--- src/rtl/bcd_down_cnt9999.sv ---
// bcd_down_cnt9999
// Four-digit BCD down-counter with preset load and a run/stop controller.
// A BCD preset is loaded in IDLE, `start` enters RUN, and each `ce` tick
// decrements the count by one. Expiry is flagged by a combinational
// borrow-out (`tc`) in the final `ce` cycle and a registered one-cycle
// `done` pulse on the following cycle. The count never wraps below 0000.
//
// Optional feature macro: BCD_DOWN_AUTO_RELOAD_EN
//   When defined, every accepted load is also captured in a reload register.
//   On expiry the count is reloaded from it and counting resumes, so only
//   `stop` or `clr` returns the block to IDLE.
//
// Ports:
//   clk   in   rising-edge clock
//   clr   in   synchronous active-high reset (top priority)
//   ce    in   count-enable tick (effective in RUN only)
//   load  in   load `din` (IDLE only; rejected when any nibble > 9)
//   din   in   [15:0] BCD preset, [15:12] thousands .. [3:0] units
//   start in   begin countdown (IDLE only, ignored when count is 0000)
//   stop  in   abort countdown, hold count, return to IDLE
//   qout  out  [15:0] current BCD count
//   tc    out  combinational borrow-out: RUN & ce & count == 0001
//   busy  out  registered, high while in RUN
//   done  out  registered, high for the single DONE cycle
//   err   out  registered one-cycle pulse after a rejected load
module bcd_down_cnt9999 (
  input  logic        clk,
  input  logic        clr,
  input  logic        ce,
  input  logic        load,
  input  logic [15:0] din,
  input  logic        start,
  input  logic        stop,
  output logic [15:0] qout,
  output logic        tc,
  output logic        busy,
  output logic        done,
  output logic        err
);

  typedef enum logic [1:0] {
    S_IDLE = 2'd0,
    S_RUN  = 2'd1,
    S_DONE = 2'd2
  } state_e;

  state_e      state_q, state_d;
  logic [15:0] cnt_q, cnt_d;
  logic        busy_q;
  logic        done_q;
  logic        err_q, err_d;
`ifdef BCD_DOWN_AUTO_RELOAD_EN
  logic [15:0] reload_q, reload_d;
`endif

  // True when every nibble is a legal BCD digit.
  function automatic logic is_bcd(input logic [15:0] v);
    logic ok;
    ok = 1'b1;
    for (int unsigned i = 0; i < 4; i++) begin
      if (v[4*i +: 4] > 4'd9) ok = 1'b0;
    end
    return ok;
  endfunction

  // BCD decrement by one; a borrow turns a 0 digit into 9 and ripples up.
  function automatic logic [15:0] bcd_dec(input logic [15:0] v);
    logic [15:0] r;
    logic        borrow;
    r      = v;
    borrow = 1'b1;
    for (int unsigned i = 0; i < 4; i++) begin
      if (borrow) begin
        if (v[4*i +: 4] == 4'd0) begin
          r[4*i +: 4] = 4'd9;
        end else begin
          r[4*i +: 4] = v[4*i +: 4] - 4'd1;
          borrow      = 1'b0;
        end
      end
    end
    return r;
  endfunction

  always_comb begin
    state_d = state_q;
    cnt_d   = cnt_q;
    err_d   = 1'b0;
`ifdef BCD_DOWN_AUTO_RELOAD_EN
    reload_d = reload_q;
`endif
    case (state_q)
      S_IDLE: begin
        // A load always wins over a simultaneous start.
        if (load) begin
          if (is_bcd(din)) begin
            cnt_d = din;
`ifdef BCD_DOWN_AUTO_RELOAD_EN
            reload_d = din;
`endif
          end else begin
            err_d = 1'b1;
          end
        end else if (start && (cnt_q != '0)) begin
          state_d = S_RUN;
        end
      end
      S_RUN: begin
        if (stop) begin
          state_d = S_IDLE;
        end else if (ce && (cnt_q != '0)) begin
          cnt_d = bcd_dec(cnt_q);
          if (cnt_q == 16'h0001) state_d = S_DONE;
        end
      end
      S_DONE: begin
`ifdef BCD_DOWN_AUTO_RELOAD_EN
        // A zero reload value would never expire again, so it parks in IDLE.
        if (stop || (reload_q == '0)) begin
          state_d = S_IDLE;
        end else begin
          cnt_d   = reload_q;
          state_d = S_RUN;
        end
`else
        state_d = S_IDLE;
`endif
      end
      default: state_d = S_IDLE;
    endcase
  end

  always_ff @(posedge clk) begin
    if (clr) begin
      state_q <= S_IDLE;
      cnt_q   <= '0;
      busy_q  <= 1'b0;
      done_q  <= 1'b0;
      err_q   <= 1'b0;
`ifdef BCD_DOWN_AUTO_RELOAD_EN
      reload_q <= '0;
`endif
    end else begin
      state_q <= state_d;
      cnt_q   <= cnt_d;
      busy_q  <= (state_d == S_RUN);
      done_q  <= (state_d == S_DONE);
      err_q   <= err_d;
`ifdef BCD_DOWN_AUTO_RELOAD_EN
      reload_q <= reload_d;
`endif
    end
  end

  assign qout = cnt_q;
  assign tc   = (state_q == S_RUN) && ce && (cnt_q == 16'h0001);
  assign busy = busy_q;
  assign done = done_q;
  assign err  = err_q;

endmodule

--- config.mk ---
export PLATFORM = sky130hd
export DESIGN_NAME = bcd_down_cnt9999
export DESIGN_NICKNAME = d
export VERILOG_FILES = /design/src/rtl/bcd_down_cnt9999.sv
export SDC_FILE = /design/constraint.sdc
export NUM_CORES = 1
export LEC_CHECK = 0
export BUFFER_PORTS_ARGS = -buffer_cell sky130_fd_sc_hd__buf_2
export CORE_MARGIN = 2
export CORE_UTILIZATION = 49
export CTS_CLUSTER_SIZE = 28
export DETAILED_ROUTE_END_ITERATION = 10
export PLACE_DENSITY = 0.78
export SLEW_MARGIN = 5
export SYNTH_ARGS = -nofsm -noshare
export SYNTH_HDL_FRONTEND = slang
export SYNTH_SLANG_ARGS = --single-unit
--- constraint.sdc ---
create_clock -name clk -period 1.8 [get_ports clk]
set_input_delay 0.09 -clock clk [delete_from_list [all_inputs] [get_ports clk]]
set_output_delay 0.09 -clock clk [all_outputs]
set_load 0.1 [all_outputs]
==> impl_metrics.json, run 1 <==
{
  "viasPerCell": 5.97,
  "startpoint": "qout[5]",
  "start_util_pct": 51.6,
  "final_hold_viol_count": 0,
  "wirelength_mm": 4.04,
  "multiInputGateArea_um2": 875,
  "antenna_found_initial": 0,
  "period_minus_slack_ns": 1.93,
  "max_stage_delay_ns": 0.39,
  "drtIter0Drc": 41,
  "synth_ff_type": "dfxtp_1",
  "grt_pass1_vias": 1371,
  "combPwrFrac_pct": 47.0,
  "n_antenna_cell": 0,
  "vdd_ir_drop_max_uv": 529,
  "insertion_delay_ns": 0.31,
  "clock_sinks": 21,
  "ys_ff_latch": 21,
  "cp-end-kind": "output pin",
  "violations": "negative setup slack",
  "finalClockSkew_ns": 0.0106,
  "max_cap_violations": 0,
  "die_h_um": 54.8,
  "place_congestion": 0.852,
  "drt_pass1_iterations": 4,
  "fillerInstances": 174,
  "synth_commonest_cells": "nand2_1 (23), dfxtp_1 (21), nor2_1 (19), o21ai_0 (19), a21oi_1 (9)",
  "required_ns": 1.71,
  "wl_per_cell_um": 15.2,
  "htreeDepth": 1,
  "design_power_total_mw": 1.39,
  "crit_slowest_cell": "nor4_4",
  "switching_share_pct": 41.6,
  "fp.dieW_um": 54.8,
  "area_growth_pct": 50.9,
  "syn_area_per_cell_um2": 7.77,
  "drcViolationCount": 0,
  "ys_seq_area_share_pct": 33.2,
  "syn_inst": 163,
  "critPathLaunchType": "flop",
  "yosysMostFrequentCell": "nand2_1",
  "drt.antenna.violating_nets": 0,
  "timing_worst_slew_pin_value_ns": 0.554,
  "hp-start": "din[4]",
  "setup_viol": 1,
  "seq_area_um2": 479,
  "reg2reg_to": "qout[4]",
  "final-max-slew-violation-count": 0,
  "ios": 42,
  "synth_top_area_share_pct": 33.2,
  "p_per_area_nw_per_um2": 725,
  "globalRouteOverflowTotal": 0,
  "setup_ws_ns": -0.132,
  "crit_type": "flop to output pin",
  "ys_types": 41,
  "critPathCapture": "tc",
  "p_sw_mw": 0.576,
  "cts_buffers": 3,
  "min_path_type": "input port to flop",
  "cp_top_family": "simple AND/OR/NAND/NOR gates",
  "grt_start_max_net_pins": 19,
  "cts-root-buf": "clkbuf_4",
  "clk_pin_slew_ns": 0.13,
  "drive_gt1_share_pct": 48.1,
  "power.internal_mw": 0.809,
  "path_depth": 5,
  "clkPwrFrac_pct": 16.7,
  "syn_area_um2": 1270,
  "status": "finished, violations left",
  "synthArstFlopShare_pct": 0,
  "cts_max_path_buffers": 2,
  "synthTopCellsByArea": "dfxtp_1 (33%), o21ai_0 (7.5%), nand2_1 (6.8%), nor2_1 (5.6%), a21oi_1 (3.6%)",
  "tns_ns": -0.132,
  "core_area_um2": 2450,
  "worstPathArrival_ns": 1.84,
  "synth_nets": 185,
  "vias": 1582,
  "worstPathMaxFanout": 5,
  "rsz0062_at_grt": "yes",
  "die_area_um2": 3010,
  "cts_tree": "done",
  "rr_worst_depth": 6,
  "fmaxAchievable_mhz": 518,
  "dp_hpwl_mm": 2.99,
  "track_usage_pct": 28.1,
  "seqPwrFrac_pct": 36.4,
  "p_leak_nw": 0.789,
  "crit_path_cell_trace": "nor4_4 > and2_4 > nand4_1 > nor2_4 > buf_12",
  "finalNetCount": 258,
  "fin_util_pct": 77.8,
  "grt_pass1_wl_mm": 6.12,
  "slew_headroom_pct": 62.5,
  "synth-edff-count": 0,
  "place_ws_ns": -0.134,
  "rrSetupSlack_ns": 0,
  "critPathBufInv": 1,
  "synth_top_area_cell": "dfxtp_1",
  "yosys_warnings": 0,
  "rows": 18,
  "r2r_start": "qout[5]",
  "finalCritPeriodShare_pct": 107,
  "portBuffers": 41
}
==> worst register-to-register path, stage by stage, from the launching register on <==
cell,delay [ns]
dfxtp_4,0.38
nor4_4,0.39
buf_4,0.17
and4_4,0.24
buf_6,0.11
o32ai_4,0.13
a311oi_1,0.29
==> kinds of logic after synthesis <==
kind of cell           after synthesis  synth area share [%]
flip-flops                          21                  33.2
AO/OA/AOI/OAI                       53                  28.6
AND/OR/NAND/NOR                     79                  33.7
multiplexers                         2                  1.58
buffers and inverters                8                  2.96
==> registers in the layout, summed over array words and instances (netlist names) <==
signal,count
qout,16
state_q,2
err,1
done,1
busy,1
==> metrics by stage <==
step | instance area [µm²] | std cells | hold WS (ns)
after floorplan | 1360 | 163 | 0.169
after global placement | 1780 | 254 | 0.311
after detailed placement | 1780 | 254 | 0.315
after CTS | 1840 | 260 | 0.0362
after global routing | 1910 | 265 | 0.0347
final | 1910 | 265 | 0.0412
==> worst min-delay path by stage <==
stage | endpoint | depth (start not counted)
2_1_floorplan | done | 1
3_3_place_gp | state_q[1] | 2
3_5_place_dp | state_q[1] | 2
4_1_cts | qout[4] | 3
5_1_grt | qout[4] | 3
6_report | qout[4] | 3
==> power by group through the flow <==
stage          logic (mW)  clock network [mW]  registers [mW]
2_1_floorplan       0.227                   0           0.687
3_3_place_gp        0.555                   0           0.512
3_5_place_dp        0.568                   0           0.514
4_1_cts             0.582               0.238           0.503
5_1_grt             0.687               0.260           0.508
6_report            0.651               0.231           0.504
==> metal layers <==
metal | up-vias | GRT usage [%] | part of all wire, %
met5 | - | 0 | 0
met1 | 754 | 36.0 | 43
met3 | 4 | 2.73 | 6.5
met2 | 70 | 49.4 | 50
li1 | 754 | - | -
met4 | 0 | 7.92 | 0.54
==> cells in the final DEF, fill, tap and decap left out, drive strengths merged, types with 2 or more instances in the layout <==
master	count
dfxtp	21
nor4b	3
clkbuf	3
o21a	3
nand3b	2
clkinv	2
nor3b	2
nor2b	2
o211ai	2
a31oi	5
a32o	2
nand3	4
buf	74
a21oi	11
nor3	6
o21ai	22
nor2	19
nand2	23
nand4	5
a211oi	2
nand2b	2
and2	2
mux2i	2
nor4	6
==> what timing repair did <==
| action | 4_1_cts | 5_1_grt |
|---|---|---|
| resized for setup | 2 | 8 |
| buffers inserted | 1 | 7 |
| hold buffers | 1 | 0 |
| pin swaps | 3 | 8 |
| endpoints found under the setup margin | 9 | 10 |
| endpoints found under the hold margin | 2 | 0 |
==> cell type report <==
cell class | instances | area share, %
well taps | 30 | 1.96
repair buffers | 75 | 25.5
flip-flops and latches | 21 | 25.1
multi-input cells | 134 | 45.8
inverters | 1 | 0.196
clock buffers | 3 | 1.18
clock inverters | 1 | 0.262
Note: power is estimated with default switching activity, not from simulation.
==> inputs of run 2 (changes only) <==
- clock period: 1.8 -> 2.2 ns (I/O delays scaled with it)
==> run 2 against run 1 <==
Effect of this change: the run now ends clean; sequential power fell by 14%; non-clock buffer count is 27 lower; final cell count fell by 10%; clock skew down 0.0020 ns; critical path type unchanged; critical path depth grew 1; combinational power down 39%.
==> impl_metrics.json, run 2 (synthesized netlist as in run 1, its figures left out) <==
{
  "status": "finished clean",
  "area_growth_pct": 26.6,
  "min_path_type": "input port to flop",
  "cts_tree": "done",
  "grt_pass1_vias": 1171,
  "layout_commonest_cell": "buf_2",
  "drt.antenna.violating_nets": 0,
  "place_ws_ns": 0.303,
  "antenna_found_initial": 0,
  "required_ns": 2.09,
  "fin_cells": 238,
  "grt_pass1_wl_mm": 5.17,
  "setup_viol": 0,
  "fmaxAchievable_mhz": 483,
  "portBuffers": 41,
  "max_cap_violations": 0,
  "finalCritPeriodShare_pct": 94.0,
  "insertion_delay_ns": 0.31,
  "cp_top_family": "simple AND/OR/NAND/NOR gates",
  "final-max-slew-violation-count": 0,
  "hp-start": "din[0]",
  "crit_slowest_cell": "dfxtp_2",
  "worstPathArrival_ns": 1.96,
  "final_cell_area_um2": 1600,
  "cts_buffers": 3,
  "cts_max_path_buffers": 2,
  "finalNetCount": 231,
  "p_leak_nw": 0.619,
  "fillerInstances": 228,
  "tns_ns": 0,
  "ios": 42,
  "layout.cells.most_common_list": "buf_2 (40), nand2_1 (23), o21ai_0 (19)",
  "crit_type": "flop to output pin",
  "die_h_um": 54.8,
  "viasPerCell": 5.91,
  "start_util_pct": 51.6,
  "core_area_um2": 2450,
  "drt_pass1_iterations": 4,
  "n_antenna_cell": 0,
  "max_stage_delay_ns": 0.37,
  "p_per_area_nw_per_um2": 641,
  "vdd_ir_drop_max_uv": 427,
  "place_congestion": 0.822,
  "wl_per_cell_um": 13.9,
  "drcViolationCount": 0,
  "startpoint": "qout[6]",
  "period_minus_slack_ns": 2.07,
  "place_area_um2": 1550,
  "critPathBufInv": 2,
  "final_hold_viol_count": 0,
  "finalClockSkew_ns": 0.00867,
  "rsz0062_at_grt": "no",
  "largest_reg_flops": 16,
  "clk_pin_slew_ns": 0.12,
  "r2r_start": "qout[13]",
  "track_usage_pct": 23.8,
  "fp.dieW_um": 54.8,
  "setup_ws_ns": 0.132,
  "wirelength_mm": 3.31,
  "worstPathMaxFanout": 6,
  "drtIter0Drc": 71,
  "cts-root-buf": "clkbuf_4",
  "crit_path_cell_trace": "nor4_2 > buf_4 > and2_1 > nand4_1 > nor2_4 > buf_12",
  "critPathLaunchType": "flop",
  "grt_start_max_net_pins": 22,
  "globalRouteOverflowTotal": 0,
  "cp-end-kind": "output pin",
  "placed_cells": 232,
  "htreeDepth": 1,
  "slew_headroom_pct": 48.5,
  "vias": 1406,
  "die_area_um2": 3010,
  "rows": 18,
  "drive_gt1_share_pct": 37.0,
  "clock_sinks": 21,
  "dp_hpwl_mm": 2.45,
  "timing_worst_slew_pin_value_ns": 0.773
}
[run 2: cell count changes in the layout (fill, tap and decap cells not counted), sizes merged]
cell | previous run | this run
buf | 74 | 47
clkbuf | 3 | 4
clkinv | 2 | 1
[run 2: layout make-up]
cell class / count / area (µm²) / share of cell area, %
tap: 30 / 37.5 / 2.34
clock buffer: 4 / 26.3 / 1.64
sequential: 21 / 438 / 27.3
timing repair buffer: 48 / 275 / 17.2
multi-input combinational: 134 / 822 / 51.3
inverter: 1 / 3.75 / 0.234
[run 2: worst min-delay path, stage by stage]
cell	delay, ns
buf_2	0.10
nand3_1	0.05
a31oi_1	0.07
[run 2: final timing paths]
kind | slack [ns] | cells past startpoint | end
setup / recovery | 0.13 | 6 | tc
hold / removal | 0.05 | 3 | qout[0]
setup reg to reg | 0.31 | 6 | qout[11]
hold reg to reg | 0.51 | 2 | qout[10]
[run 2: what timing repair did]
| action | in CTS | in global routing |
|---|---|---|
| buffers inserted | 0 | 1 |
| gates resized for setup | 0 | 1 |
| hold buffers | 1 | 0 |
| setup endpoints to repair | 0 | 1 |
| hold endpoints to repair | 1 | 0 |
[run 2: stage by stage]
step / hold slack [ns] / util (%) / power [mW]
CTS: 0.0541 / 64.7 / 1.02
global route: 0.0573 / 65.3 / 1.08
finish: 0.0497 / 65.3 / 1.03
floorplan: 0.189 / - / 0.748
global placement: 0.322 / 63.3 / 0.831
detailed placement: 0.326 / 63.3 / 0.837
[run 2: report_power, final]
| part | leakage [nW] | switching (mW) | internal, mW |
|---|---|---|---|
| clock | 0.0150 | 0.122 | 0.0708 |
| combinational | 0.427 | 0.279 | 0.121 |
| sequential | 0.177 | 0.0317 | 0.403 |
[run 2: routing by layer]
layer,global-route usage (%),up-vias,share of wire [%]
li1,-,697,-
met1,30.8,651,43
met2,39.3,51,49
met3,3.55,7,6.0
met4,9.17,0,1.4
met5,0,-,0
